### src/rtl/updown_mod_counter_pkg.sv
// Shared constants and types for the up/down modulo counter.
// Direction encoding and the step decision classes used by the counter datapath.
package updown_mod_counter_pkg;

    localparam logic DIR_UP   = 1'b1;
    localparam logic DIR_DOWN = 1'b0;

    typedef enum logic [2:0] {
        STEP_HOLD    = 3'd0,
        STEP_INC     = 3'd1,
        STEP_DEC     = 3'd2,
        STEP_WRAP_UP = 3'd3,
        STEP_WRAP_DN = 3'd4,
        STEP_CLAMP   = 3'd5
    } step_kind_e;

endpackage

### src/rtl/updown_mod_counter_prescaler.sv
// Enable-gated prescaler: asserts step_tick on every PRESC-th enabled cycle.
// With PRESC == 1 it collapses to a wire (step_tick = en).
module cnt_prescaler #(
    parameter int PRESC = 1
) (
    input  logic Clock,
    input  logic Reset_n,
    input  logic en,
    input  logic sclr,
    output logic step_tick
);

    generate
        if (PRESC <= 1) begin : g_bypass
            logic w_unused;
            assign w_unused  = ^{Clock, Reset_n, sclr};
            assign step_tick = en;
        end else begin : g_div
            localparam int              PW   = $clog2(PRESC);
            localparam logic [PW-1:0]   LAST = PW'(PRESC - 1);

            logic [PW-1:0] r_presc;

            // Phase only advances on enabled cycles, so en=0 freezes it mid-period.
            always_ff @(posedge Clock or negedge Reset_n) begin
                if (!Reset_n) begin
                    r_presc <= '0;
                end else if (sclr) begin
                    r_presc <= '0;
                end else if (en) begin
                    if (r_presc == LAST) begin
                        r_presc <= '0;
                    end else begin
                        r_presc <= r_presc + PW'(1);
                    end
                end
            end

            assign step_tick = en & (r_presc == LAST);
        end
    endgenerate

endmodule

### src/rtl/updown_mod_counter.sv
// Up/down modulo counter with programmable terminal value, sync clear/load,
// prescaled stepping, registered wrap pulses and a saturating wrap event counter.
module updown_mod_counter
    import updown_mod_counter_pkg::*;
#(
    parameter int WIDTH      = 16,
    parameter int PRESC      = 1,
    parameter int WRAP_CNT_W = 8
) (
    input  logic                  Clock,
    input  logic                  Reset_n,
    input  logic                  en,
    input  logic                  clr,
    input  logic                  load,
    input  logic [WIDTH-1:0]      load_val,
    input  logic                  dir,
    input  logic [WIDTH-1:0]      mod_max,
    output logic [WIDTH-1:0]      q,
    output logic                  rollover,
    output logic                  underflow,
    output logic                  tc,
    output logic [WRAP_CNT_W-1:0] wrap_cnt
);

    localparam logic [WRAP_CNT_W-1:0] WRAP_MAX = '1;

    logic [WIDTH-1:0]      r_q;
    logic                  r_rollover;
    logic                  r_underflow;
    logic [WRAP_CNT_W-1:0] r_wrap_cnt;

    logic                  w_step_tick;
    logic                  w_sclr;
    logic                  w_terminal;
    logic                  w_wrap_event;
    logic [WIDTH-1:0]      w_q_next;
    logic [WIDTH-1:0]      w_load_clamped;
    step_kind_e            w_step_kind;

    assign w_sclr = clr | load;

    cnt_prescaler #(
        .PRESC (PRESC)
    ) u_prescaler (
        .Clock     (Clock),
        .Reset_n   (Reset_n),
        .en        (en),
        .sclr      (w_sclr),
        .step_tick (w_step_tick)
    );

    // Wrap is decided by magnitude compare against mod_max, never by carry,
    // so a runtime-lowered mod_max below q still wraps/clamps correctly.
    always_comb begin
        w_step_kind = STEP_HOLD;
        if (w_step_tick) begin
            if (dir == DIR_UP) begin
                if (r_q >= mod_max) begin
                    w_step_kind = STEP_WRAP_UP;
                end else begin
                    w_step_kind = STEP_INC;
                end
            end else begin
                if (r_q == '0) begin
                    w_step_kind = STEP_WRAP_DN;
                end else if (r_q > mod_max) begin
                    w_step_kind = STEP_CLAMP;
                end else begin
                    w_step_kind = STEP_DEC;
                end
            end
        end
    end

    always_comb begin
        w_q_next = r_q;
        case (w_step_kind)
            STEP_INC:     w_q_next = r_q + WIDTH'(1);
            STEP_DEC:     w_q_next = r_q - WIDTH'(1);
            STEP_WRAP_UP: w_q_next = '0;
            STEP_WRAP_DN: w_q_next = mod_max;
            STEP_CLAMP:   w_q_next = mod_max;
            default:      w_q_next = r_q;
        endcase
    end

    assign w_wrap_event   = (w_step_kind == STEP_WRAP_UP) || (w_step_kind == STEP_WRAP_DN);
    assign w_load_clamped = (load_val > mod_max) ? mod_max : load_val;

    always_ff @(posedge Clock or negedge Reset_n) begin
        if (!Reset_n) begin
            r_q         <= '0;
            r_rollover  <= 1'b0;
            r_underflow <= 1'b0;
            r_wrap_cnt  <= '0;
        end else if (clr) begin
            r_q         <= '0;
            r_rollover  <= 1'b0;
            r_underflow <= 1'b0;
            r_wrap_cnt  <= '0;
        end else if (load) begin
            r_q         <= w_load_clamped;
            r_rollover  <= 1'b0;
            r_underflow <= 1'b0;
        end else begin
            r_q         <= w_q_next;
            r_rollover  <= (w_step_kind == STEP_WRAP_UP);
            r_underflow <= (w_step_kind == STEP_WRAP_DN);
            if (w_wrap_event && (r_wrap_cnt != WRAP_MAX)) begin
                r_wrap_cnt <= r_wrap_cnt + WRAP_CNT_W'(1);
            end
        end
    end

    // tc is combinational so a downstream stage can use it as its enable this cycle.
    assign w_terminal = (dir == DIR_UP) ? (r_q >= mod_max) : (r_q == '0);
    assign tc         = en & w_step_tick & w_terminal;

    assign q         = r_q;
    assign rollover  = r_rollover;
    assign underflow = r_underflow;
    assign wrap_cnt  = r_wrap_cnt;

endmodule

### config.mk
export PLATFORM = sky130hd
export DESIGN_NAME = updown_mod_counter
export DESIGN_NICKNAME = d
export VERILOG_FILES = /design/src/rtl/updown_mod_counter_pkg.sv /design/src/rtl/updown_mod_counter_prescaler.sv /design/src/rtl/updown_mod_counter.sv
export SDC_FILE = /design/constraint.sdc
export NUM_CORES = 1
export LEC_CHECK = 0
export ABC_AREA = 0
export CAP_MARGIN = 20
export CORE_MARGIN = 1.5
export CORE_UTILIZATION = 45
export CTS_CLUSTER_SIZE = 16
export DETAILED_ROUTE_END_ITERATION = 10
export PLACE_DENSITY = 0.81
export SLEW_MARGIN = 20
export SYNTH_ARGS = -nofsm -noshare
export SYNTH_HDL_FRONTEND = slang
export SYNTH_SLANG_ARGS = --single-unit
### constraint.sdc
create_clock -name Clock -period 9.4 [get_ports Clock]
set_input_delay 0.94 -clock Clock [delete_from_list [all_inputs] [get_ports Clock]]
set_output_delay 0.94 -clock Clock [all_outputs]
set_load 0.05 [all_outputs]
Word level (Yosys, flattened, before mapping)
Index checks and enable logic that the tools add are counted.
{"block": "totals", "wordCells": 42, "ff_bits": 26, "output_inout_bits": 27, "in_bits": 38}
{"block": "op_classes", "n_lt_le_gt_ge": 3, "n_eq_ne": 7, "bitwise_logic": 1, "mux": 17, "n_reduce_logical": 7, "addsub": 3}
{"op": "$pmux 16 s4", "count": 1}
{"op": "$mux 16", "count": 3}
{"op": "$gt 16x16->1", "count": 2}
{"op": "$mux 8", "count": 3}
{"op": "$add 16x1->16 const B", "count": 1}
{"op": "$ge 16x16->1", "count": 1}
{"op": "$logic_not 16->1", "count": 1}
{"op": "$sub 16x1->16 const B", "count": 1}
{"op": "$mux 3", "count": 4}
{"op": "$add 8x1->8 const B", "count": 1}
{"op": "$ne 8x8->1 const B", "count": 1}
{"op": "$eq 3x2->1 const B", "count": 2}
{"op": "$eq 3x3->1 const B", "count": 2}
{"op": "$reduce_bool 6->1", "count": 1}
{"op": "$mux 1", "count": 5}
{"op": "$eq 3x1->1 const B", "count": 1}
{"op": "$mux 2", "count": 1}
{"op": "$ne 2x2->1 const B", "count": 1}
{"op": "$reduce_and 2->1", "count": 1}
{"op": "$reduce_bool 2->1", "count": 1}
{"op": "$reduce_or 2->1", "count": 1}
{"op": "$and 1x1->1", "count": 1}
{"op": "$logic_and 1x1->1", "count": 1}
{"op": "$logic_or 1x1->1", "count": 1}

Depth between registers and ports, before layout
Gate-level depths: netlist of the first run.
{"block": "logic_depth", "word_depth": 11, "mapped_depth": 17, "ltp_nobuf": 17}

Modules after synthesis
Synthesis of the first run repeated with hierarchy kept, for this count alone.
{"block": "unflattened", "hier_cells": 372, "hier_area_um2": 3109.2}
{"module": "updown_mod_counter", "seq_area_each_um2": 650.6, "area_each_um2": 3101.7, "cells_per_inst": 371, "instances": 1}
{"module": "cnt_prescaler", "seq_area_each_um2": 0.0, "area_each_um2": 7.5, "cells_per_inst": 1, "instances": 1}

Worst setup path before layout of the first run
OpenSTA, ideal clock, no wires.
{"block": "synth_path", "path_type": "input to register", "startpoint": "input port mod_max[1]", "endpoint": "register r_q[15] (netlist: q[15])", "setup_time_ns": 0.092, "setup_slack_ns": 4.419, "n_path_buf": 0, "required_time_ns": 9.308, "arrival_ns": 4.889, "path_stages": 17, "path_cell_list": "inv_1 > ha_1 > nor2b_1 > o21ai_0 > a21oi_1 > o311a_1 > o21a_1 > nor2_1 > ha_1 > and3_1 > a221o_1 > o41a_1 > a221o_1 > a21o_1 > a21oi_2 > a21oi_1 > o31ai_2"}
{"block": "synth_between", "elab_chain_len": 10, "elab_cells_between_ends": 19, "classes_between": "3 x order compare; 5 x eq/ne; 9 x mux; 2 x reduce/logical"}
{"item": "start, declared", "line_no": "updown_mod_counter.sv:17", "text": "input logic [WIDTH-1:0] mod_max,"}
{"item": "$gt 16x16->1", "line_no": "updown_mod_counter.sv:66", "text": "end else if (r_q > mod_max) begin"}
{"item": "$mux 3", "line_no": "updown_mod_counter.sv:66"}
{"item": "$mux 3", "line_no": "updown_mod_counter.sv:64", "text": "if (r_q == '0) begin"}
{"item": "$mux 3", "line_no": "updown_mod_counter.sv:57", "text": "if (dir == DIR_UP) begin"}
{"item": "$mux 3", "line_no": "updown_mod_counter.sv:56", "text": "if (w_step_tick) begin"}
{"item": "$eq 3x3->1", "line_no": "updown_mod_counter.sv:77", "text": "case (w_step_kind)"}
{"item": "$reduce_or 2->1 (no source line)"}
{"item": "$pmux 16 s4", "line_no": "updown_mod_counter.sv:77"}
{"item": "$mux 16", "line_no": "updown_mod_counter.sv:101", "text": "end else if (load) begin"}
{"item": "$mux 16", "line_no": "updown_mod_counter.sv:96", "text": "end else if (clr) begin"}
{"item": "end signal, assigned", "line_no": "updown_mod_counter.sv:102", "text": "r_q <= w_load_clamped;"}
{"item": "end signal, assigned", "line_no": "updown_mod_counter.sv:106", "text": "r_q <= w_q_next;"}
{"item": "end, declared", "line_no": "updown_mod_counter.sv:27", "text": "logic [WIDTH-1:0] r_q;"}
Parallel ways exist; a longest one is shown, timed or not.
A chain may end at the register's enable or synchronous reset.

Worst setup path after layout of the first run
Ends and elaborated chain as after synthesis.

==> results of run 1 <==
==> stage by stage <==
step           utilization  instance area (um^2)  worst slack (ns)  power (mW)  hold slack, ns
6_report             0.586                  3740              3.97       0.428           0.585
4_1_cts              0.585                  3740              3.65       0.425           0.588
5_1_grt              0.586                  3740              3.67       0.454           0.621
3_5_place_dp         0.576                  3680              3.38       0.351           0.571
2_1_floorplan            -                  2980              4.42       0.280           0.644
3_3_place_gp         0.576                  3680              3.55       0.346           0.558
==> kinds of logic after synthesis <==
logic type	Yosys count	synth area share
DFF	26	0.218
and+or+nand+nor	116	0.197
AOI/OAI and AO/OA	118	0.280
xor gates and xnor gates	15	0.0441
buffers and inverters	35	0.0454
adders and majority gates	48	0.204
muxes	3	0.0101
==> per-layer routing <==
layer | up-vias | track usage | part of all wire
li1 | 1510 | - | -
met1 | 1495 | 0.337 | 0.45
met2 | 136 | 0.407 | 0.46
met3 | 16 | 0.0374 | 0.075
met4 | 0 | 0.0572 | 0.016
met5 | - | 0 | 0
==> synth_stat cells, drive strengths merged, types with 2 or more instances <==
master | instances | area, um^2
nor2 | 27 | 101
a221oi | 2 | 17.5
ha | 47 | 588
o211ai | 4 | 30.0
a31oi | 2 | 12.5
dfrtp | 26 | 651
a21oi | 44 | 224
o22ai | 6 | 37.5
o211a | 9 | 90.1
nand3 | 10 | 50.1
o41a | 2 | 22.5
buf | 3 | 15.0
nor3 | 8 | 40.0
o21a | 3 | 22.5
a211oi | 5 | 37.5
a311o | 3 | 30.0
and2 | 5 | 31.3
nor2b | 3 | 18.8
and3 | 7 | 43.8
nand4 | 9 | 56.3
nor4 | 14 | 87.6
o31ai | 4 | 35.0
a221o | 3 | 30.0
clkbuf | 9 | 33.8
inv | 23 | 86.3
nand2b | 3 | 18.8
mux2i | 3 | 30.0
o21ai | 10 | 53.8
or3 | 2 | 12.5
a21o | 5 | 37.5
xnor2 | 9 | 78.8
xor2 | 6 | 52.6
a2111oi | 3 | 26.3
nand2 | 22 | 82.6
o32ai | 4 | 35.0
or4 | 4 | 30.0
==> critical path, stage by stage <==
cell	delay, ns
clkdlybuf4s50_1	0.47
inv_1	0.09
ha_1	0.31
nor2b_1	0.13
o21ai_0	0.15
a21oi_1	0.10
o311a_1	0.35
o21a_1	0.24
nor2_2	0.52
ha_1	0.40
and3_1	0.20
a221o_1	0.33
o41a_1	0.38
a221o_1	0.34
a21o_1	0.20
a21oi_2	0.14
a21oi_1	0.06
o31ai_2	0.25
==> area by class of cell <==
class                      count  area [um^2]
multi-input combinational    300         2200
sequential                    26          651
tap                           77         96.3
clock buffer                   4         55.1
fill                         568         2650
timing repair buffer          66          651
inverter                      23         86.3
==> power groups by stage <==
stage               Clock [mW]  Sequential, mW  Combinational (mW)
finish                  0.0750           0.136               0.217
global route            0.0801           0.137               0.237
detailed placement           0           0.138               0.213
global placement             0           0.138               0.209
CTS                     0.0752           0.136               0.214
floorplan                    0           0.161               0.119
==> path summary, 6_finish.rpt <==
check | startpoint | end | slack (ns) | cells past startpoint
setup / recovery | mod_max[1] | q[15] | 3.97 | 18
hold / removal | wrap_cnt[6] | wrap_cnt[6] | 0.59 | 2
setup reg to reg | q[1] | q[15] | 4.72 | 16
hold reg to reg | wrap_cnt[6] | wrap_cnt[6] | 0.59 | 2
max in group asynchronous | Reset_n | wrap_cnt[5] | 8.10 | 2
min in group asynchronous | Reset_n | q[5] | 1.03 | 2
==> flip-flops by register name, indices dropped and copies added (netlist names) <==
register / cells
wrap_cnt: 8
rollover: 1
underflow: 1
q: 16
==> results.sh, run 1 <==
export IMPL_switchingPower_mw=0.181
export IMPL_worst_ep_arrival_time_ns=5.62
export IMPL_rows=29
export IMPL_p_per_area_nw_per_um2=114
export IMPL_die_height_um=84.3
export IMPL_wl_um=8730
export IMPL_grt_ovfl_total=0
export IMPL_rsz0062_at_grt="no"
export IMPL_final_common_cell="clkdlybuf4s50_1"
export IMPL_die_w_um=84.3
export IMPL_grt_pass1_vias=3034
export IMPL_seqPwrFrac=0.319
export IMPL_grt_antenna_before_repair=0
export IMPL_vias=3157
export IMPL_drc=0
export IMPL_yosys_register_bits=26
export IMPL_drtAntennaViolNets=0
export IMPL_drive_gt1_frac=0.0358
export IMPL_wl_per_cell_um=17.6
export IMPL_grtUsageTotal=0.245
export IMPL_relSlewSlack=0.410
export IMPL_finalClockSkew_ns=0.00546
export IMPL_min_period_ns=5.43
export IMPL_finalSetupViolCount=0
export IMPL_layout_common_cells="63 x clkdlybuf4s50_1, 47 x ha_1, 43 x a21oi_1, 26 x nor2_1, 26 x dfrtp_1"
export IMPL_initial_core_util=0.466
export IMPL_cts_resized=0
export IMPL_grt_pass1_wl_um=14400
export IMPL_fin_nets=506
export IMPL_clockPowerShare=0.175
export IMPL_drtIter0Drc=331
export IMPL_finalHoldViolCount=0
export IMPL_swShare=0.424
export IMPL_cts_tree="yes"
export IMPL_place_hpwl_um=6890
export IMPL_clock_root_buffer="clkbuf_8"
export IMPL_cts_buffers=3
export IMPL_fin_cells=496
export IMPL_synthFlopType="dfrtp_1"
export IMPL_cellLeakagePower_nw=1.75
export IMPL_p_int_mw=0.247
export IMPL_core_um2=6390
export IMPL_dp_cells=492
export IMPL_synthesis_nets=447
export IMPL_clk_pin_slew_ns=0.10
export IMPL_cts_htree_levels=1
export IMPL_crit_fanout=15
export IMPL_io_pins=65
export IMPL_viasPerCell=6.36
export IMPL_fmax_mhz=184
export IMPL_synth_async_reset_ratio=1.00
export IMPL_ctsLongestPathBuffers=2
export IMPL_crit_type="primary input to flop"
export IMPL_ctsHoldBuffers=0
export IMPL_port_buffers=64
export IMPL_crit_required_ns=9.59
export IMPL_cts_sinks=26
export IMPL_first_pass_iters=5
export IMPL_synth_edff_count=0
export IMPL_setup_tns_ns=0
export IMPL_area_delta_synth_final_pct=25.6
export IMPL_ys_warn_count=0
export IMPL_synthDistinctLibCells=52
export IMPL_diodes=0
export IMPL_ys_seq_area_frac=0.218
export IMPL_postCtsSetupBuffers=0
export IMPL_grt_max_degree=29
export IMPL_combPwrFrac=0.506
export IMPL_worst_setup_path_end_kind="flop"
export IMPL_fin_crit_sh=0.578
export IMPL_syn_avg_cell_area_um2=8.25
export IMPL_vdd_drop_max_mv=0.0768
export IMPL_max_cap_violations=0
export IMPL_min_path_type="flop to flop"
export IMPL_netlist_instances=361
export IMPL_dieArea_um2=7110
export IMPL_clock_latency_ns=0.27
export IMPL_syn_cell_area_um2=2980
export IMPL_drv_slew=0
export IMPL_worst_pin_slew_ns=0.873
export IMPL_worstSetupStartpointType="primary input"
export IMPL_status="complete, no violations"
export IMPL_gp_congestion=0.958
No activity file was read; power rests on OpenSTA's default activity.
==> run 2: changes to the inputs <==
--- a/config.mk
+++ b/config.mk
@@ -11,7 +11,7 @@
 export CORE_UTILIZATION = 45
 export CTS_CLUSTER_SIZE = 16
 export DETAILED_ROUTE_END_ITERATION = 10
-export PLACE_DENSITY = 0.81
+export PLACE_DENSITY = 0.84
 export SLEW_MARGIN = 20
 export SYNTH_ARGS = -nofsm -noshare
 export SYNTH_HDL_FRONTEND = slang
==> constraint.sdc (replaced) <==
create_clock -name Clock -period 4.95 [get_ports Clock]
set_input_delay 0.495 -clock Clock [delete_from_list [all_inputs] [get_ports Clock]]
set_output_delay 0.495 -clock Clock [all_outputs]
set_load 0.05 [all_outputs]
==> results.sh, run 2 (synthesis results as in run 1) <==
export IMPL_relSlewSlack=0.314
export IMPL_rr_worst_depth=16
export IMPL_place_worst_setup_slack_ns=0.00863
export IMPL_dieArea_um2=7110
export IMPL_place_hpwl_um=7060
export IMPL_initial_core_util=0.466
export IMPL_drv_slew=0
export IMPL_clk_pin_slew_ns=0.10
export IMPL_postCtsSetupBuffers=0
export IMPL_setup_tns_ns=0
export IMPL_drive_gt1_frac=0.0402
export IMPL_regArea_um2=651
export IMPL_worst_pin_slew_ns=1.03
export IMPL_crit_path_end="q[15]"
export IMPL_ctsLongestPathBuffers=2
export IMPL_cts_sinks=26
export IMPL_ctsHoldBuffers=0
export IMPL_grtUsageTotal=0.247
export IMPL_cts_buffers=3
export IMPL_crit_type="primary input to flop"
export IMPL_layout_common_cells="64 x clkdlybuf4s50_1, 47 x ha_1, 43 x a21oi_1, 27 x nor2_1, 26 x dfrtp_1"
export IMPL_worstReg2RegEnd="q[15]"
export IMPL_vias=3159
export IMPL_min_period_ns=4.71
export IMPL_clock_latency_ns=0.28
export IMPL_crit_required_ns=5.13
export IMPL_rows=29
export IMPL_worst_ep_arrival_time_ns=4.90
export IMPL_final_common_cell="clkdlybuf4s50_1"
export IMPL_area_delta_synth_final_pct=26.7
export IMPL_io_pins=65
export IMPL_finalClockSkew_ns=0.0126
export IMPL_max_cap_violations=0
export IMPL_rsz0062_at_grt="no"
export IMPL_core_um2=6390
export IMPL_clock_root_buffer="clkbuf_8"
export IMPL_placed_cell_area_um2=3730
export IMPL_grt_pass1_vias=2978
export IMPL_fmax_mhz=212
export IMPL_viasPerCell=6.32
export IMPL_power_mw=0.803
export IMPL_wl_um=8740
export IMPL_finalHoldViolCount=0
export IMPL_die_height_um=84.3
export IMPL_status="complete, no violations"
export IMPL_drtAntennaViolNets=0
export IMPL_finalSetupViolCount=0
export IMPL_first_pass_iters=4
export IMPL_fin_crit_sh=0.952
export IMPL_cellLeakagePower_nw=1.77
export IMPL_crit_path_cell_trace="clkdlybuf4s50_1 > inv_1 > ha_1 > a21oi_1 > nand2_1 > o311a_1 > o21a_1 > nor2_1 > buf_12 > ha_1 > and3_1 > a221o_1 > o41a_1 > a221o_1 > a21o_1 > a21oi_2 > a21oi_1 > o31ai_2"
export IMPL_grt_max_degree=29
export IMPL_slowest_delay_ns=0.50
export IMPL_p_per_area_nw_per_um2=213
export IMPL_drtIter0Drc=369
export IMPL_die_w_um=84.3
export IMPL_crit_slowest_cell="clkdlybuf4s50_1"
export IMPL_worstSetupStartpointType="primary input"
export IMPL_grt_ovfl_total=0
export IMPL_min_path_type="primary input to asynchronous set/reset pin"
export IMPL_drc=0
export IMPL_cts_tree="yes"
export IMPL_cts_resized=0
export IMPL_port_buffers=64
export IMPL_cts_htree_levels=1
export IMPL_grt_pass1_wl_um=14400
export IMPL_grt_antenna_before_repair=0
export IMPL_largest_reg_flops=16
export IMPL_fin_area_um2=3770
export IMPL_r2r_start="q[5]"
export IMPL_diodes=0
export IMPL_vdd_drop_max_mv=0.129
export IMPL_fin_nets=511
export IMPL_gp_congestion=0.959
export IMPL_fillers=579
export IMPL_cp_startpoint="mod_max[7]"
export IMPL_crit_fanout=15
export IMPL_worst_setup_path_end_kind="flop"
export IMPL_rrSetupSlack_ns=0.56
export IMPL_wl_per_cell_um=17.5
export IMPL_multi_input_area_um2=2190
export IMPL_setup_slack_ns=0.236
[run 2: per-layer routing]
layer | GRT usage | vias up | wire [um]
li1 | - | 1521 | -
met1 | 0.359 | 1467 | 3960
met2 | 0.387 | 149 | 3940
met3 | 0.0285 | 22 | 633
met4 | 0.0718 | 0 | 208
met5 | 0 | - | 0
[run 2: layout make-up]
type                            count  area share
Multi-Input combinational cell    300       0.581
Timing Repair Buffer               71       0.187
Sequential cell                    26       0.172
Tap cell                           77      0.0255
Inverter                           23      0.0229
Clock buffer                        3      0.0109
[run 2: worst max-delay path, delay by kind of cell]
| family | cells | cell delay (ns) |
|---|---|---|
| AND/OR/NAND/NOR | 3 | 0.48 |
| buffers and inverters | 3 | 0.78 |
| AO/OA/AOI/OAI | 10 | 2.51 |
| adder cells (fa/ha/maj) | 2 | 0.60 |
[run 2: report_power, final]
part	internal, mW	switching, mW
clock network	0.0546	0.0703
registers	0.227	0.0314
logic	0.176	0.244
total	0.458	0.346
[run 2: how the worst min path moves through the flow]
stage	from	to	slack [ns]	depth (start not counted)
2_1_floorplan	Reset_n	q[0]	0.20	0
3_3_place_gp	wrap_cnt[7]	wrap_cnt[7]	0.56	2
3_5_place_dp	wrap_cnt[7]	wrap_cnt[7]	0.57	2
4_1_cts	wrap_cnt[7]	wrap_cnt[7]	0.58	2
5_1_grt	Reset_n	q[3]	0.62	2
6_report	Reset_n	q[4]	0.58	2
[run 2: per-stage QoR]
step	hold slack, ns	std cells	utilization
after floorplan	0.199	361	-
after global placement	0.556	497	0.584
after detailed placement	0.569	497	0.584
after CTS	0.582	500	0.591
after global routing	0.619	500	0.591
final	0.578	500	0.591
